===== src/rtl/mdio_activity_watchdog.sv =====
// Multi-channel line-activity watchdog: per-line synchroniser, glitch filter and idle timer.
// Define MDIO_WDOG_IDLE_MAX_EN to add the per-channel idle_max high-water-mark output.
module mdio_activity_watchdog #(
   parameter int NUM_CH     = 2,
   parameter int CNT_W      = 31,
   parameter int FILT_LEN   = 2,
   parameter bit AUTO_REARM = 1'b1
) (
   input  logic                    clk_25m,
   input  logic                    rst_n,
   input  logic [NUM_CH-1:0]       sig_in,
   input  logic [NUM_CH-1:0]       wdog_en,
   input  logic [CNT_W-1:0]        timeout_val,
   input  logic [NUM_CH-1:0]       kick,
   input  logic [NUM_CH-1:0]       clr_sticky,
   output logic [NUM_CH-1:0]       time_out_pulse,
   output logic [NUM_CH-1:0]       time_out_sticky,
   output logic                    time_out_any,
   output logic [NUM_CH-1:0]       ch_busy
`ifdef MDIO_WDOG_IDLE_MAX_EN
   ,
   output logic [NUM_CH*CNT_W-1:0] idle_max
`endif
);

   localparam logic [CNT_W-1:0] CNT_ZERO = {CNT_W{1'b0}};
   localparam logic [CNT_W-1:0] CNT_ONE  = {{(CNT_W-1){1'b0}}, 1'b1};
   // Hard ceiling so a timeout_val lowered below the running count cannot wrap the counter
   localparam logic [CNT_W-1:0] CNT_TOP  = {{(CNT_W-1){1'b1}}, 1'b0};
   localparam logic [3:0]       STAB_END = 4'(FILT_LEN - 1);

   typedef enum logic [1:0] {
      ST_IDLE    = 2'd0,
      ST_ARMED   = 2'd1,
      ST_EXPIRED = 2'd2
   } state_t;

   logic             tv_nonzero_s;
   logic [CNT_W-1:0] tv_last_s;
   logic             any_r;

   assign tv_nonzero_s = (timeout_val != CNT_ZERO);
   assign tv_last_s    = timeout_val - CNT_ONE;

   for (genvar g = 0; g < NUM_CH; g++) begin : g_ch
      logic             sync1_r;
      logic             sync2_r;
      logic             filt_r;
      logic             filt_d_r;
      logic [3:0]       stab_r;
      state_t           state_r;
      state_t           state_nxt_s;
      logic [CNT_W-1:0] cnt_r;
      logic [CNT_W-1:0] cnt_nxt_s;
      logic             fire_s;
      logic             act_s;
      logic             enabled_s;
      logic             term_s;
      logic             pulse_r;
      logic             sticky_r;
      logic             busy_r;

      // Synchroniser and stable-count filter; a short excursion restarts the count
      always_ff @(posedge clk_25m or negedge rst_n) begin
         if (!rst_n) begin
            sync1_r  <= 1'b0;
            sync2_r  <= 1'b0;
            filt_r   <= 1'b0;
            filt_d_r <= 1'b0;
            stab_r   <= 4'd0;
         end else begin
            sync1_r  <= sig_in[g];
            sync2_r  <= sync1_r;
            filt_d_r <= filt_r;
            if (sync2_r != filt_r) begin
               if (stab_r == STAB_END) begin
                  filt_r <= sync2_r;
                  stab_r <= 4'd0;
               end else begin
                  stab_r <= stab_r + 4'd1;
               end
            end else begin
               stab_r <= 4'd0;
            end
         end
      end

      assign act_s     = (filt_r ^ filt_d_r) | kick[g];
      assign enabled_s = wdog_en[g] & tv_nonzero_s;
      assign term_s    = (cnt_r == tv_last_s) || (cnt_r == CNT_TOP);

      // Next-state and counter decode; activity outranks the terminal count
      always_comb begin
         state_nxt_s = state_r;
         cnt_nxt_s   = cnt_r;
         fire_s      = 1'b0;
         if (!enabled_s) begin
            state_nxt_s = ST_IDLE;
            cnt_nxt_s   = CNT_ZERO;
         end else begin
            case (state_r)
               ST_IDLE: begin
                  state_nxt_s = ST_ARMED;
                  cnt_nxt_s   = CNT_ZERO;
               end
               ST_ARMED: begin
                  if (act_s) begin
                     cnt_nxt_s = CNT_ZERO;
                  end else if (term_s) begin
                     fire_s      = 1'b1;
                     cnt_nxt_s   = CNT_ZERO;
                     state_nxt_s = AUTO_REARM ? ST_ARMED : ST_EXPIRED;
                  end else begin
                     cnt_nxt_s = cnt_r + CNT_ONE;
                  end
               end
               ST_EXPIRED: begin
                  cnt_nxt_s = CNT_ZERO;
                  if (act_s) begin
                     state_nxt_s = ST_ARMED;
                  end else begin
                     state_nxt_s = ST_EXPIRED;
                  end
               end
               default: begin
                  state_nxt_s = ST_IDLE;
                  cnt_nxt_s   = CNT_ZERO;
               end
            endcase
         end
      end

      // State, counter and per-channel output registers; a new timeout beats clr_sticky
      always_ff @(posedge clk_25m or negedge rst_n) begin
         if (!rst_n) begin
            state_r  <= ST_IDLE;
            cnt_r    <= CNT_ZERO;
            pulse_r  <= 1'b0;
            sticky_r <= 1'b0;
            busy_r   <= 1'b0;
         end else begin
            state_r <= state_nxt_s;
            cnt_r   <= cnt_nxt_s;
            pulse_r <= fire_s;
            busy_r  <= (state_nxt_s == ST_ARMED);
            if (fire_s) begin
               sticky_r <= 1'b1;
            end else if (clr_sticky[g]) begin
               sticky_r <= 1'b0;
            end else begin
               sticky_r <= sticky_r;
            end
         end
      end

      assign time_out_pulse[g]  = pulse_r;
      assign time_out_sticky[g] = sticky_r;
      assign ch_busy[g]         = busy_r;

`ifdef MDIO_WDOG_IDLE_MAX_EN
      logic [CNT_W-1:0] max_r;

      // Longest idle stretch seen while armed, cleared together with the sticky flag
      always_ff @(posedge clk_25m or negedge rst_n) begin
         if (!rst_n) begin
            max_r <= CNT_ZERO;
         end else if (clr_sticky[g]) begin
            max_r <= CNT_ZERO;
         end else if ((state_r == ST_ARMED) && (cnt_r > max_r)) begin
            max_r <= cnt_r;
         end else begin
            max_r <= max_r;
         end
      end

      assign idle_max[g*CNT_W +: CNT_W] = max_r;
`else
      // No idle high-water mark in this build.
`endif
   end

   // Aggregate flag trails the sticky bits by one cycle
   always_ff @(posedge clk_25m or negedge rst_n) begin
      if (!rst_n) begin
         any_r <= 1'b0;
      end else begin
         any_r <= |time_out_sticky;
      end
   end

   assign time_out_any = any_r;

endmodule


===== config.mk =====
export PLATFORM = sky130hd
export DESIGN_NAME = mdio_activity_watchdog
export DESIGN_NICKNAME = d
export VERILOG_FILES = /design/src/rtl/mdio_activity_watchdog.sv
export SDC_FILE = /design/constraint.sdc
export NUM_CORES = 1
export LEC_CHECK = 0
export ABC_CLOCK_PERIOD_IN_PS = 7100
export BUFFER_PORTS_ARGS = -buffer_cell sky130_fd_sc_hd__buf_2
export CORE_UTILIZATION = 45
export DETAILED_ROUTE_END_ITERATION = 10
export PLACE_DENSITY_LB_ADDON = 0.08
export SETUP_SLACK_MARGIN = 0.1
export SLEW_MARGIN = 30
export SYNTH_ARGS = -nofsm -noshare
export SYNTH_HDL_FRONTEND = slang
export SYNTH_SLANG_ARGS = --single-unit

===== constraint.sdc =====
create_clock -name clk_25m -period 7.1 [get_ports clk_25m]
set_input_delay 1.42 -clock clk_25m [delete_from_list [all_inputs] [get_ports clk_25m]]
set_output_delay 1.42 -clock clk_25m [all_outputs]
set_load 0.02 [all_outputs]

* Yosys cells after proc, flatten, opt, wreduce, memory -nomap -nowiden
Index checks and enable logic that the tools add are counted.
** Word-level totals
- Flip-flop bits (word level) :: 89
- Output and inout bits :: 7
- Word-level logic and storage cells :: 90
** Operators by class
- Add/sub/neg operators :: 5
- Eq/ne operators :: 14
- Muxes and demuxes :: 34
- Bitwise gates (word level) :: 6
- Reductions and logical operators :: 10
** Operator list (count)
- 2-to-1 mux 31 bit :: 8
- adder 31 x 1 -> 31 bit, second input constant :: 2
- equality test 31 bit :: 2
- equality test 31 bit, second input constant :: 2
- nonzero test 31 bit :: 1
- subtractor 31 x 1 -> 31 bit, second input constant :: 1
- 2-to-1 mux 2 bit :: 8
- 2-to-1 mux 4 bit :: 4
- 2-to-1 mux 1 bit :: 12
- case mux 2 bit (3 select lines) :: 2
- adder 4 x 1 -> 4 bit, second input constant :: 2
- equality test 2 x 1 -> 1 bit, second input constant :: 4
- equality test 4 x 1 -> 1 bit, second input constant :: 2
- equality test 2 bit, second input constant :: 2
- zero test 2 bit :: 2
- AND reduction 2 bit :: 2
- nonzero test 2 bit :: 2
- AND 1 bit :: 2
- logical OR 1 bit :: 2
- != test 1 bit :: 2
- OR 1 bit :: 2
- OR reduction 2 bit :: 1
- bitwise XOR 1 bit :: 2

* Logic depth before layout (Yosys ltp)
Gate-level depths: netlist of run 1.
- Word-level depth :: 8
- Gate-level depth with buffers :: 15
- Depth with buffers taken out :: 10

* Worst setup path before layout of run 1
Ideal clock, no wire load.
- Path type :: input port to flip-flop
- Start :: input timeout_val[0]
- End :: register g_ch[1].cnt_r[10]
- Setup time :: 0.148 ns
- Arrival time :: 4.362 ns
- Data required time :: 6.952 ns
- Path slack :: 2.590 ns
- Stages on the path :: 14
- Cell sequence :: clkbuf_1 -> inv_1 -> ha_1 -> buf_2 -> or3b_2 -> buf_2 -> nor4b_4 -> nand2_1 -> or4_1 -> nand3_1 -> or3b_1 -> buf_2 -> clkbuf_1 -> nor4_2
** On the way
- Longest elaborated chain between the ends :: 7
- Elaborated cells between the ends (all ways) :: 9
** RTL lines
- start: declaration :: line 13 : input logic [CNT_W-1:0] timeout_val,
- subtractor 31 x 1 -> 31 bit :: line 43 : assign tv_last_s = timeout_val - CNT_ONE;
- equality test 31 bit :: line 90 : assign term_s = (cnt_r == tv_last_s) || (cnt_r == CNT_TOP);
- logical OR 1 bit :: line 90
- 2-to-1 mux 31 bit :: line 109 : end else if (term_s) begin
- 2-to-1 mux 31 bit :: line 107 : if (act_s) begin
- 2-to-1 mux 31 bit :: line 101 : case (state_r)
- 2-to-1 mux 31 bit (*) :: line 97 : if (!enabled_s) begin
- via g_ch[1].cnt_nxt_s[10] :: line 54 : logic [CNT_W-1:0] cnt_nxt_s;
- end signal: assignment :: line 143 : cnt_r <= cnt_nxt_s;
- end: declaration :: line 53 : logic [CNT_W-1:0] cnt_r;
Mark *: on every way through the listed nets, which the timed path passes. The rest lies on a longest branch.
A chain may end at the register's enable or synchronous reset.

* Worst setup path in the final report of run 1
- Start :: input timeout_val[0]
- End :: register g_ch[1].cnt_r[4]
Same word-level chain as after synthesis.

==> flow_metrics.tcl, run 1 <==
set metrics [dict create \
    status "finished with violations" \
    violations "design-rule violations" \
    ctsResizeCount 0 \
    final_cell_mix "nor2_1 (89), dfrtp_1 (89), xor2_1 (62), xnor2_1 (61), buf_2 (46)" \
    cts_setup_buffers 0 \
    place.gp.congestion 0.9428 \
    io_buffers 47 \
    synth-seq-cells 89 \
    r2r_cells 9 \
    initial_core_util 0.4676 \
    hold_start "g_ch[1].sync1_r" \
    core_sq_mm 0.01470 \
    endpoint_kind "flop" \
    root_buffer "clkbuf_16" \
    overflow 0 \
    multi_input_area_sq_mm 0.004320 \
    io_pins 48 \
    firstDrtPassIters 8 \
    synthFlopType "dfrtp_1" \
    tightestPinTransition_ns 0.8530 \
    start_kind "primary input" \
    place_hpwl_um 14800 \
    hp-class "reg2reg" \
    rsz0062_at_grt "no" \
    routed_wl_um 19320 \
    p_leak_nw 2.820 \
    synth_area_leaders "dfrtp_1 (32%), xor2_1 (7.9%), xnor2_1 (7.8%), nor2_1 (4.9%), nor4_2 (4.4%)" \
    wl_per_cell_um 19.92 \
    synth_compound_gate_area_share 0.08047 \
    synth_area_sq_mm 0.006873 \
    critPathMaxFanout 31 \
    fin_worst_skew_ns 0.007101 \
    yosys.area.top_type "dfrtp_1" \
    synth_adder_area_share 0.01638 \
    period_share 0.6707 \
    cts_hold_buf 0 \
    vias 5926 \
    viasPerCell 6.109 \
    ir_drop_v 0.0001284 \
    worstHoldEndpoint "g_ch[1].sync2_r" \
    yosysUniqueCellTypes 69 \
    drv_slew 0 \
    setup_viol 0 \
    antenna_found_initial 0 \
    critical_path_class "in2reg" \
    area_growth_pct 8.993 \
    yosys.area_share.simple 0.3342 \
    ant_nets 0 \
    dr.first_iter.drc_count 467 \
    layout.nets 831 \
    drcViolationCount 2 \
    post-place-ws_ns 1.977 \
    worst_slack_ns 2.338 \
    htree_num_levels 3 \
    diodes 0 \
    dieWidth_um 125.6 \
    synth_edf_count 0 \
    slew_headroom 0.4266 \
    hold_depth 0 \
    drv_cap 0 \
    finalHoldViolations 0 \
    cts_buffers 9 \
    fin_tns_setup_ns 0 \
    fmax_mhz 210.0 \
    synth_cells 764 \
    timing.rr.start "g_ch[1].cnt_r[0]" \
    grt_use_total 0.2570 \
    grt_pass1_vias 5626 \
    yosysWarnings 0 \
    grt_max_degree 62 \
    required_ns 7.30 \
    rrSetupSlack_ns 4.31 \
    n_fill_cell 1410 \
    grt_pass1_wl_um 30930 \
    syn_nets 814 \
    min_period_ns 4.762 \
    synth_xor_xnor_area_share 0.1895 \
    r2r_end "g_ch[1].cnt_r[4]" \
    die_h_um 125.6 \
    async_flop_share 1.000 \
    muxShareOfSynthArea 0.007646 \
    yosys.area.top_type_share 0.3240 \
    drive_gt1_frac 0.1565 \
    clk_pin_slew_worst_paths_ns 0.06 \
    final-seq-area_sq_mm 0.002227 \
    cts_tree "done" \
    numClockSinks 89 \
    ys_seq_area_frac 0.3240 \
    synth_top_family_by_area "simple AND/OR/NAND/NOR gates" \
    clk_path_buf_depth 2 \
    avgSynthCellArea_sq_um 8.996 \
    floorplan.die_area_sq_mm 0.01577 \
    crit_arrival_ns 4.97 \
    finalCoreUtilization 0.5096 \
    clk_latency_ns 0.35 \
    placementRows 44 \
    powerDensity_mw_per_mm2 178.1 \
]
==> Yosys cell counts (18+ instances only) <==
master     n
nand2_1   44
dfrtp_1   89
xor2_1    62
o21ai_0   18
clkbuf_1  30
nor3_1    20
nand4_1   26
nand3_1   45
nor4_2    24
xnor2_1   61
nor4_1    21
and3_1    22
nor2_1    90
==> cells by family after synthesis <==
family,count (synthesis)
AOI/OAI and AO/OA,80
xor gates and xnor gates,133
adders and majority gates,9
buffers and inverters,67
DFF,89
muxes,5
and+or+nand+nor,381
==> layout make-up <==
class	instances	share of cell area
clock inverters	6	0.01537
repair buffers	56	0.04076
multi-input cells	608	0.5767
flip-flops and latches	89	0.2973
inverters	17	0.008518
well taps	184	0.03073
clock buffers	10	0.03057
==> worst max-delay path, stage by stage <==
cell,delay (ns)
buf_2,0.15
inv_1,0.07
ha_1,0.33
or3b_2,0.62
nor4_4,0.57
xnor3_1,0.27
nand4_1,0.10
nor4_1,0.42
nand4_1,0.21
nor4b_4,0.23
buf_4,0.45
nor4_1,0.10
==> flip-flops by register name, indices dropped and copies added, names as in the netlist <==
name	cells
g_ch.filt_r	2
g_ch.sync1_r	2
g_ch.sync2_r	2
g_ch.state_r	4
g_ch.filt_d_r	2
time_out_any	1
g_ch.cnt_r	62
g_ch.busy_r	2
g_ch.pulse_r	2
g_ch.sticky_r	2
g_ch.stab_r	8
==> where the power goes <==
group	total [mW]	switching, mW	internal, mW
clock	0.555	0.209	0.346
combinational	0.218	0.136	0.0813
sequential	0.561	0.0259	0.535
total	1.33	0.372	0.962
==> how the worst max path moves through the flow <==
stage	startpoint	to	slack, ns	cells after the start
3_5_place_dp	timeout_val[0]	g_ch[1].cnt_r[23]	1.98	11
5_1_grt	timeout_val[0]	g_ch[1].cnt_r[4]	2.06	12
4_1_cts	timeout_val[0]	g_ch[1].cnt_r[16]	2.34	11
2_1_floorplan	timeout_val[0]	g_ch[1].cnt_r[10]	2.59	14
6_report	timeout_val[0]	g_ch[1].cnt_r[4]	2.34	12
3_3_place_gp	timeout_val[0]	g_ch[1].cnt_r[3]	2.03	12
==> per-stage QoR <==
stage / cell area, sq um / hold WS, ns / power [mW] / instances
after floorplan: 6873 / 0.3312 / 0.7138 / 764
after global placement: 7147 / 0.3330 / 0.7818 / 954
after detailed placement: 7147 / 0.3347 / 0.7886 / 954
after CTS: 7491 / 0.3495 / 1.350 / 970
after global routing: 7491 / 0.3564 / 1.396 / 970
final: 7491 / 0.3474 / 1.334 / 970
==> routing by layer <==
metal  vias to the layer above  part of all wire  routed length, um  global-route usage
li1                       2777                 -                  -                   -
met1                      2902              0.46               8797              0.3494
met2                       215              0.47               9102              0.4160
met3                        32             0.050                959             0.03851
met4                         0             0.024                458             0.09039
met5                         -                 0                  0                   0
Note: power is estimated with default switching activity, not from simulation.
==> run 2: changes to the inputs <==
Settings changed: ABC_CLOCK_PERIOD_IN_PS 7100 to 5000.
Clock period 7.1 ns to 5 ns, I/O delays scaled along.
==> flow_metrics.tcl, run 2 (synthesis gave the netlist of run 1 again) <==
set metrics [dict create \
    diodes 0 \
    ir_drop_v 0.0001917 \
    clk_pin_slew_worst_paths_ns 0.07 \
    startpoint "timeout_val[0]" \
    setup_viol 0 \
    rrSetupSlack_ns 2.24 \
    finalCoreUtilization 0.5141 \
    min_period_ns 4.241 \
    tightestPinTransition_ns 0.7017 \
    place.gp.congestion 0.9682 \
    grtUsageMet3 0.03979 \
    rsz0062_at_grt "no" \
    grt_util_met1 0.3639 \
    critical_path_class "in2reg" \
    placementRows 44 \
    wl_per_cell_um 20.32 \
    root_buffer "clkbuf_16" \
    fmax_mhz 235.8 \
    hp-class "reg2reg" \
    r2r_end "g_ch[1].cnt_r[18]" \
    critPathMaxFanout 31 \
    slew_headroom 0.5317 \
    top_register "g_ch.cnt_r" \
    initial_core_util 0.4676 \
    multi_input_area_sq_mm 0.004320 \
    status "finished with violations" \
    final_cell_mix "nor2_1 (89), dfrtp_1 (89), xor2_1 (62), xnor2_1 (61), buf_2 (46)" \
    violations "design-rule violations" \
    core_sq_mm 0.01470 \
    htree_num_levels 3 \
    io_pins 48 \
    cts_tree "done" \
    met2_usage 0.4183 \
    grt_pass1_wl_um 32030 \
    viasPerCell 6.031 \
    drv_slew 0 \
    overflow 0 \
    io_buffers 47 \
    cts_hold_buf 0 \
    numClockSinks 89 \
    routed_wl_um 19810 \
    n_fill_cell 1423 \
    antenna_found_initial 0 \
    clk_latency_ns 0.35 \
    powerDensity_mw_per_mm2 250.5 \
    grt_use_total 0.2648 \
    finalHoldViolations 0 \
    grt_most_used_layer "met2" \
    top_regs "g_ch.cnt_r x62, g_ch.stab_r x8, g_ch.state_r x4" \
    endpoint "g_ch[1].cnt_r[18]" \
    drive_gt1_frac 0.1631 \
    dp_cells 960 \
    clk_path_buf_depth 2 \
    die_h_um 125.6 \
    cts_buffers 9 \
    crit_arrival_ns 4.44 \
    place_hpwl_um 15380 \
    dr.first_iter.drc_count 347 \
    firstDrtPassIters 9 \
    ant_nets 0 \
    drv_cap 0 \
    endpoint_kind "flop" \
    required_ns 5.20 \
    p_leak_nw 2.858 \
    dieWidth_um 125.6 \
    vias 5880 \
    fin_worst_skew_ns 0.005960 \
    largest_reg_flops 62 \
    ctsResizeCount 0 \
    drcViolationCount 2 \
    r2r_cells 9 \
    fin_tns_setup_ns 0 \
    grt_max_degree 53 \
    final-seq-area_sq_mm 0.002227 \
    power.total_mw 1.893 \
    area_growth_pct 9.958 \
    floorplan.die_area_sq_mm 0.01577 \
    layout.nets 837 \
    period_share 0.8481 \
    start_kind "primary input" \
    cts_setup_buffers 0 \
    timing.rr.start "g_ch[1].cnt_r[0]" \
    final_cells 975 \
    grt_pass1_vias 5779 \
]
[run 2: cell count changes in the layout (fill, tap and decap cells not counted), sizes merged]
cell / delta
clkinv: -1
inv: +1
buf: +6
clkbuf: -1
[run 2: worst max-delay path: stages]
cell     delay, ns
buf_2         0.15
inv_1         0.06
ha_1          0.33
or3b_2        0.62
nor4_4        0.56
xnor3_1       0.27
nand4_1       0.10
nor4_1        0.44
nand4_1       0.22
nor4b_4       0.33
buf_12        0.27
nor4_2        0.08
[run 2: metal layers]
| metal | vias to the layer above | share of wire |
|---|---|---|
| li1 | 2781 | - |
| met1 | 2870 | 0.45 |
| met2 | 189 | 0.46 |
| met3 | 40 | 0.054 |
| met4 | 0 | 0.034 |
| met5 | - | 0 |
[run 2: layout make-up]
class	count	share of cell area
Inverter	17	0.008444
Clock inverter	6	0.01523
Sequential cell	89	0.2947
Clock buffer	9	0.02980
Timing Repair Buffer	62	0.04967
Multi-Input combinational cell	608	0.5717
Tap cell	184	0.03046
[run 2: worst min path at each step]
stage,endpoint,slack (ns),depth (start not counted),start
finish,g_ch[0].sync2_r,0.35,0,g_ch[0].sync1_r
detailed placement,g_ch[0].sync2_r,0.34,0,g_ch[0].sync1_r
CTS,g_ch[0].sync2_r,0.35,0,g_ch[0].sync1_r
floorplan,g_ch[0].sync2_r,0.33,0,g_ch[0].sync1_r
global route,g_ch[1].sync2_r,0.36,0,g_ch[1].sync1_r
global placement,g_ch[0].sync2_r,0.33,0,g_ch[0].sync1_r
[run 2: where the power goes]
| group | switching (mW) | internal [mW] | total (mW) |
|---|---|---|---|
| sequential | 0.0375 | 0.760 | 0.797 |
| clock | 0.292 | 0.489 | 0.781 |
| combinational | 0.195 | 0.120 | 0.315 |
[run 2: metrics by stage]
| stage | worst slack, ns | area [sq um] | hold WS (ns) |
|---|---|---|---|
| after floorplan | 0.9097 | 6873 | 0.3312 |
| after global placement | 0.3846 | 7217 | 0.3336 |
| final | 0.7593 | 7557 | 0.3489 |
| after global routing | 0.4945 | 7557 | 0.3645 |
| after CTS | 0.7164 | 7557 | 0.3520 |
| after detailed placement | 0.3582 | 7217 | 0.3365 |
